==> src/rtl/ps2_kbd_tx.sv <==
// Device-side PS/2 keyboard transmitter: queues key events and sends them as set-2 frames (E0/F0 prefixes).
// Define PS2TX_OVF_EN to add a sticky 'ovf' output that flags strobes dropped while the FIFO is full.
module ps2_kbd_tx #(
  parameter int CLKDIV  = 1280,
  parameter int GAP     = 2560,
  parameter int FIFO_AW = 3
) (
  input  logic       clock,
  input  logic       reset,
  input  logic       strb,
  input  logic       make,
  input  logic       ext,
  input  logic [7:0] code,
  output logic       full,
  output logic       busy,
  output logic [1:0] ps2
`ifdef PS2TX_OVF_EN
  ,
  output logic       ovf
`endif
);

  localparam int DEPTH = 1 << FIFO_AW;
  localparam int MAXC  = (CLKDIV > GAP) ? CLKDIV : GAP;
  localparam int CW    = $clog2(MAXC + 1);
  localparam logic [CW-1:0] HALF_LAST = CW'(CLKDIV - 1);
  localparam logic [CW-1:0] GAP_LAST  = CW'(GAP - 1);

  typedef enum logic [2:0] {S_IDLE, S_LOAD, S_BITH, S_BITL, S_GAP} state_t;

  state_t           r_state;
  state_t           w_state_next;
  logic [9:0]       r_mem [DEPTH];
  logic [FIFO_AW:0] r_wptr;
  logic [FIFO_AW:0] r_rptr;
  logic [9:0]       r_entry;
  logic             r_e0_done;
  logic             r_f0_done;
  logic             r_code_done;
  logic [10:0]      r_frame;
  logic [3:0]       r_bit;
  logic [CW-1:0]    r_cnt;
  logic [1:0]       r_ps2;
  logic             w_empty;
  logic             w_full;
  logic             w_push;
  logic             w_pop;
  logic             w_sel_e0;
  logic             w_sel_f0;
  logic [7:0]       w_byte;
  logic             w_half_done;
  logic             w_gap_done;

  assign w_empty = (r_wptr == r_rptr);
  assign w_full  = (r_wptr[FIFO_AW] != r_rptr[FIFO_AW]) &&
                   (r_wptr[FIFO_AW-1:0] == r_rptr[FIFO_AW-1:0]);
  assign w_push  = strb && !w_full;
  assign w_pop   = (r_state == S_IDLE) && !w_empty;

  assign w_half_done = (r_cnt == HALF_LAST);
  assign w_gap_done  = (r_cnt == GAP_LAST);

  // Event storage: array with registered read so it maps onto distributed/block RAM.
  always_ff @(posedge clock) begin
    if (w_push)
      r_mem[r_wptr[FIFO_AW-1:0]] <= {ext, make, code};
    if (w_pop)
      r_entry <= r_mem[r_rptr[FIFO_AW-1:0]];
  end

  always_ff @(posedge clock) begin
    if (reset) begin
      r_wptr <= '0;
      r_rptr <= '0;
    end else begin
      if (w_push)
        r_wptr <= r_wptr + 1'b1;
      if (w_pop)
        r_rptr <= r_rptr + 1'b1;
    end
  end

  // Byte order within an event: E0 (extended), then F0 (release), then the scan code.
  assign w_sel_e0 = r_entry[9] && !r_e0_done;
  assign w_sel_f0 = !w_sel_e0 && !r_entry[8] && !r_f0_done;

  always_comb begin
    w_byte = r_entry[7:0];
    if (w_sel_e0)
      w_byte = 8'hE0;
    else if (w_sel_f0)
      w_byte = 8'hF0;
  end

  always_comb begin
    w_state_next = r_state;
    case (r_state)
      S_IDLE: if (!w_empty) w_state_next = S_LOAD;
      S_LOAD: w_state_next = S_BITH;
      S_BITH: if (w_half_done) w_state_next = S_BITL;
      S_BITL: if (w_half_done) w_state_next = (r_bit == 4'd10) ? S_GAP : S_BITH;
      S_GAP:  if (w_gap_done) w_state_next = r_code_done ? S_IDLE : S_LOAD;
      default: w_state_next = S_IDLE;
    endcase
  end

  always_ff @(posedge clock) begin
    if (reset)
      r_state <= S_IDLE;
    else
      r_state <= w_state_next;
  end

  always_ff @(posedge clock) begin
    if (reset) begin
      r_e0_done   <= 1'b0;
      r_f0_done   <= 1'b0;
      r_code_done <= 1'b0;
      r_frame     <= '1;
      r_bit       <= '0;
      r_cnt       <= '0;
    end else begin
      if (w_pop) begin
        r_e0_done   <= 1'b0;
        r_f0_done   <= 1'b0;
        r_code_done <= 1'b0;
      end
      if (r_state == S_LOAD) begin
        if (w_sel_e0)
          r_e0_done <= 1'b1;
        else if (w_sel_f0)
          r_f0_done <= 1'b1;
        else
          r_code_done <= 1'b1;
        // Odd parity: the parity bit makes the 9-bit data+parity field odd-weighted.
        r_frame <= {1'b1, ~^w_byte, w_byte, 1'b0};
        r_bit   <= '0;
      end
      if (r_state == S_BITL && w_half_done && r_bit != 4'd10)
        r_bit <= r_bit + 1'b1;
      if ((r_state == S_BITH || r_state == S_BITL || r_state == S_GAP) &&
          (w_state_next == r_state))
        r_cnt <= r_cnt + 1'b1;
      else
        r_cnt <= '0;
    end
  end

  // Registered bus drive: data only moves together with the clock rising at BITH entry.
  always_ff @(posedge clock) begin
    if (reset)
      r_ps2 <= 2'b11;
    else begin
      case (r_state)
        S_BITH:  r_ps2 <= {r_frame[r_bit], 1'b1};
        S_BITL:  r_ps2 <= {r_frame[r_bit], 1'b0};
        default: r_ps2 <= 2'b11;
      endcase
    end
  end

  assign ps2  = r_ps2;
  assign full = w_full;
  assign busy = !w_empty || (r_state != S_IDLE);

`ifdef PS2TX_OVF_EN
  logic r_ovf;
  always_ff @(posedge clock) begin
    if (reset)
      r_ovf <= 1'b0;
    else if (strb && w_full)
      r_ovf <= 1'b1;
  end
  assign ovf = r_ovf;
`endif

endmodule

==> config.mk <==
export PLATFORM = sky130hd
export DESIGN_NAME = ps2_kbd_tx
export DESIGN_NICKNAME = d
export VERILOG_FILES = /design/src/rtl/ps2_kbd_tx.sv
export SDC_FILE = /design/constraint.sdc
export NUM_CORES = 1
export LEC_CHECK = 0
export CAP_MARGIN = 20
export CELL_PAD_IN_SITES_DETAIL_PLACEMENT = 1
export CELL_PAD_IN_SITES_GLOBAL_PLACEMENT = 1
export CORE_ASPECT_RATIO = 1.75
export CORE_MARGIN = 2
export CORE_UTILIZATION = 54
export CTS_BUF_LIST = sky130_fd_sc_hd__clkbuf_2
export DETAILED_ROUTE_END_ITERATION = 6
export PLACE_DENSITY = 0.87
export SLEW_MARGIN = 20
export SYNTH_ARGS = -nofsm -noshare
export SYNTH_HDL_FRONTEND = slang
export SYNTH_SLANG_ARGS = --single-unit
==> constraint.sdc <==
create_clock -name clock -period 2.7 [get_ports clock]
set_input_delay 0.27 -clock clock [delete_from_list [all_inputs] [get_ports clock]]
set_output_delay 0.27 -clock clock [all_outputs]
set_load 0.01 [all_outputs]
==> impl_metrics.xml <==
<?xml version="1.0" encoding="UTF-8"?>
<metrics>
  <group name="synthesis">
    <metric name="synth.most_common_cell" unit="">edfxtp_1</metric>
    <metric name="syn-cell-area" unit="µm²">5440</metric>
    <metric name="synth_edf_count" unit="">90</metric>
    <metric name="synth_largest_type_area_fraction" unit="%">49.7</metric>
    <metric name="postSynthRegisterBits" unit="">132</metric>
    <metric name="synth-async-reset-ratio" unit="%">0</metric>
    <metric name="synth_warnings" unit="">0</metric>
    <metric name="synth.largest_area_cell" unit="">edfxtp_1</metric>
    <metric name="syn-instance-count" unit="">361</metric>
    <metric name="seq_area_frac_synth" unit="%">65.1</metric>
    <metric name="netlist_top_cells_area" unit="">edfxtp_1, dfxtp_1, mux4_2</metric>
    <metric name="synth_commonest_cells" unit="">edfxtp_1, dfxtp_1, mux4_2</metric>
    <metric name="syn-mean-instance-area" unit="µm²">15.1</metric>
    <metric name="synth.distinct_cells" unit="">50</metric>
    <metric name="synthesized_netlist_net_count" unit="">379</metric>
    <metric name="ys.flop_type" unit="">edfxtp_1</metric>
  </group>
  <group name="timing">
    <metric name="timing_hold_violations_final" unit="">0</metric>
    <metric name="maximum_clock_skew_at_final_layout" unit="ns">0.0274</metric>
    <metric name="hold-worst-slack" unit="ns">0.334</metric>
    <metric name="maxSlewHeadroom" unit="%">32.3</metric>
    <metric name="setup_violations" unit="">0</metric>
    <metric name="period_needed" unit="ns">2.66</metric>
    <metric name="timing_worst_slew_pin_value" unit="ns">1.01</metric>
    <metric name="finalCritPeriodShare" unit="%">98.4</metric>
    <metric name="final-max-slew-violation-count" unit="">0</metric>
    <metric name="max_freq" unit="MHz">376</metric>
  </group>
  <group name="worst_setup_path">
    <metric name="worst_path_largest_cell_delay" unit="ns">0.58</metric>
    <metric name="source_of_the_worst_register_to_register_timing_path" unit="">r_wptr[2]</metric>
    <metric name="startpoint_type" unit="">register</metric>
    <metric name="worst_ep_required_time" unit="ns">2.43</metric>
    <metric name="timing.reg2reg.setup_slack" unit="ns">0.45</metric>
    <metric name="reg2reg_end" unit="">r_mem[5][4]</metric>
    <metric name="critical_path_sink_type" unit="">primary output</metric>
    <metric name="cp-startpoint" unit="">r_rptr[1]</metric>
    <metric name="critPathKind" unit="">register to primary output</metric>
    <metric name="critical_path.slowest_cell" unit="">clkdlybuf4s50_1</metric>
    <metric name="critPathMaxFanout" unit="">3</metric>
    <metric name="ff_to_ff_path_depth" unit="">4</metric>
    <metric name="critPathArrivalTime" unit="ns">2.39</metric>
    <metric name="crit_path_cell_trace" unit="">xor2_2 -&gt; or2_2 -&gt; nor3_1 -&gt; clkdlybuf4s50_1</metric>
  </group>
  <group name="power">
    <metric name="cell_internal_pwr" unit="W">0.00347</metric>
    <metric name="worst_ir_drop_vdd" unit="mV">0.562</metric>
    <metric name="power_switching" unit="W">0.00153</metric>
    <metric name="leakage_power_of_the_design" unit="nW">1.95</metric>
    <metric name="netSwitchingFraction" unit="%">30.6</metric>
    <metric name="power.share.combinational" unit="%">23.8</metric>
    <metric name="p_seq_share" unit="%">50.8</metric>
    <metric name="p_clk_share" unit="%">25.5</metric>
    <metric name="power_density" unit="nW/µm²">826</metric>
  </group>
  <group name="floorplanning">
    <metric name="io_pins" unit="">17</metric>
    <metric name="y_dimension_of_the_die" unit="µm">137</metric>
    <metric name="floorplan.rows" unit="">48</metric>
    <metric name="core_area" unit="µm²">9850</metric>
    <metric name="initial_utilization" unit="%">55.2</metric>
    <metric name="design.die.area" unit="µm²">10900</metric>
    <metric name="horizontal_die_dimension" unit="µm">79.9</metric>
  </group>
  <group name="clock_network">
    <metric name="clock_path_buffers" unit="">2</metric>
    <metric name="cts-hold-fix-buffers" unit="">0</metric>
    <metric name="cts.sink_count" unit="">132</metric>
    <metric name="tritoncts" unit="">yes</metric>
    <metric name="clkTransAtPathRegs" unit="ns">0.20</metric>
    <metric name="worstSkewPairLatency" unit="ns">0.67</metric>
    <metric name="root_buffer" unit="">clkbuf_2</metric>
    <metric name="numCtsBuffers" unit="">17</metric>
    <metric name="htree_depth" unit="">4</metric>
  </group>
  <group name="final_layout">
    <metric name="stdcell_area" unit="µm²">6060</metric>
    <metric name="area_delta_synth_final" unit="%">11.4</metric>
    <metric name="share_of_post_route_cells_with_drive_strength_above_1" unit="%">22.8</metric>
    <metric name="final_net_count" unit="">409</metric>
    <metric name="num-fill-cells" unit="">934</metric>
  </group>
  <group name="run">
    <metric name="max_cap_violations" unit="">0</metric>
  </group>
  <group name="global_route">
    <metric name="grt_pass1_vias" unit="">3519</metric>
    <metric name="grtUsageTotal" unit="%">22.7</metric>
    <metric name="grt_antenna_before_repair" unit="">1</metric>
    <metric name="grt_overflow" unit="">0</metric>
    <metric name="grt_first_pass_wirelength" unit="mm">18.0</metric>
    <metric name="grt_max_degree" unit="">24</metric>
  </group>
  <group name="drt">
    <metric name="dr.first_iter.drc_count" unit="">117</metric>
    <metric name="postRouteAntennaNets" unit="">0</metric>
    <metric name="drt_wl_total" unit="mm">11.2</metric>
    <metric name="first_pass_iteration_count_of_the_detailed_router" unit="">4</metric>
    <metric name="avgRoutedWirePerCell" unit="µm">21.2</metric>
    <metric name="vias" unit="">3185</metric>
    <metric name="post-route-drc-count" unit="">0</metric>
    <metric name="viasPerCell" unit="">6.02</metric>
  </group>
  <group name="hold_path">
    <metric name="worst_hold_path.num_cells" unit="">1</metric>
    <metric name="hold_path_origin" unit="">code[6]</metric>
    <metric name="worstHoldPathType" unit="">primary input to register</metric>
    <metric name="hold_path_end" unit="">r_mem[0][6]</metric>
  </group>
  <group name="placement">
    <metric name="detailed_place_hpwl" unit="mm">7.97</metric>
    <metric name="place_area" unit="µm²">5770</metric>
    <metric name="count_of_buffers_inserted_at_the_top_level_ports" unit="">16</metric>
    <metric name="gp_routability_congestion" unit="">0.724</metric>
  </group>
  <group name="outcome">
    <metric name="status" unit="">completed</metric>
  </group>
</metrics>
repair_timing:
item                       CTS  global route
gates resized for setup      2             3
setup buffers                0             1
setup endpoints to repair    2             2
gates cloned                 0             0
worst max-delay path: cells and delay by family, from the launching register on:
family | cells | cell delay, ns
buf+inv | 1 | 0.58
simple gates | 2 | 0.53
flops | 1 | 0.39
xor+xnor | 1 | 0.22
state kept, by name, indices dropped and copies added (netlist names):
register and flops:
ps2 2, r_bit 4, r_cnt 12, r_code_done 1, r_e0_done 1, r_entry 10
r_f0_done 1, r_frame 10, r_mem 80, r_rptr 4, r_state 3, r_wptr 4
layer usage:
| metal | up-vias | track usage [%] | share of wire, % |
|---|---|---|---|
| li1 | 1462 | - | - |
| met5 | - | 0 | 0 |
| met1 | 1654 | 23.8 | 37 |
| met4 | 0 | 8.47 | 1.9 |
| met3 | 18 | 4.88 | 2.5 |
| met2 | 51 | 43.4 | 59 |
worst max path at each step:
stage                   to  cells after the start  slack [ns]
6_report              full                      4        0.04
5_1_grt               busy                      5       -0.04
4_1_cts               full                      4       0.002
3_5_place_dp   r_mem[5][1]                      4        0.26
3_3_place_gp   r_mem[5][2]                      4        0.50
2_1_floorplan  r_mem[6][0]                      5        0.32
power groups by stage:
stage / registers (W) / logic (W) / clock network [W]
3_5_place_dp: 0.00258 / 0.00119 / 0
5_1_grt: 0.00257 / 0.00128 / 0.00139
6_report: 0.00254 / 0.00119 / 0.00127
3_3_place_gp: 0.00256 / 0.00110 / 0
4_1_cts: 0.00254 / 0.00119 / 0.00130
2_1_floorplan: 0.00253 / 0.000874 / 0
final cells by class:
class | count | area, µm² | area share [%]
multi-input combinational | 202 | 1790 | 29.6
inverter | 8 | 30.0 | 0.496
tap | 125 | 156 | 2.58
antenna | 1 | 2.50 | 0.0413
timing repair buffer | 30 | 265 | 4.38
sequential | 132 | 3550 | 58.6
clock inverter | 14 | 179 | 2.95
clock buffer | 17 | 85.1 | 1.40
cell usage in the layout (no fill, tap or decap), types with 12 or more instances in the layout:
cell type / n
edfxtp_1: 90
nand2_1: 13
dfxtp_1: 39
a21oi_1: 19
mux4_2: 22
clkbuf_2: 17
xnor2_1: 12
buf_4: 14
nor2_1: 17
clkdlybuf4s50_1: 16
metrics by stage:
stage / power, W / util [%] / worst slack, ns / std cells / TNS (ns)
2_1_floorplan: 0.00340 / - / 0.319 / 361 / 0
3_3_place_gp: 0.00366 / 58.6 / 0.504 / 496 / 0
3_5_place_dp: 0.00377 / 58.6 / 0.255 / 496 / 0
4_1_cts: 0.00504 / 61.3 / 0.00246 / 527 / 0
5_1_grt: 0.00523 / 61.5 / -0.0408 / 529 / -0.0748
6_report: 0.00500 / 61.5 / 0.0421 / 529 / 0
logic make-up (layout without fill, tap and decap cells):
logic type	after synthesis	count (layout)	share of synthesized area [%]
AOI/OAI and AO/OA	49	49	6.10
and+or+nand+nor	87	87	9.09
adders and majority gates	5	5	1.15
DFF	132	132	65.1
other	0	1	0
muxes	37	37	12.2
buffers and inverters	27	69	2.19
xor gates and xnor gates	24	24	4.14
Note: power is estimated with default switching activity, not from simulation.
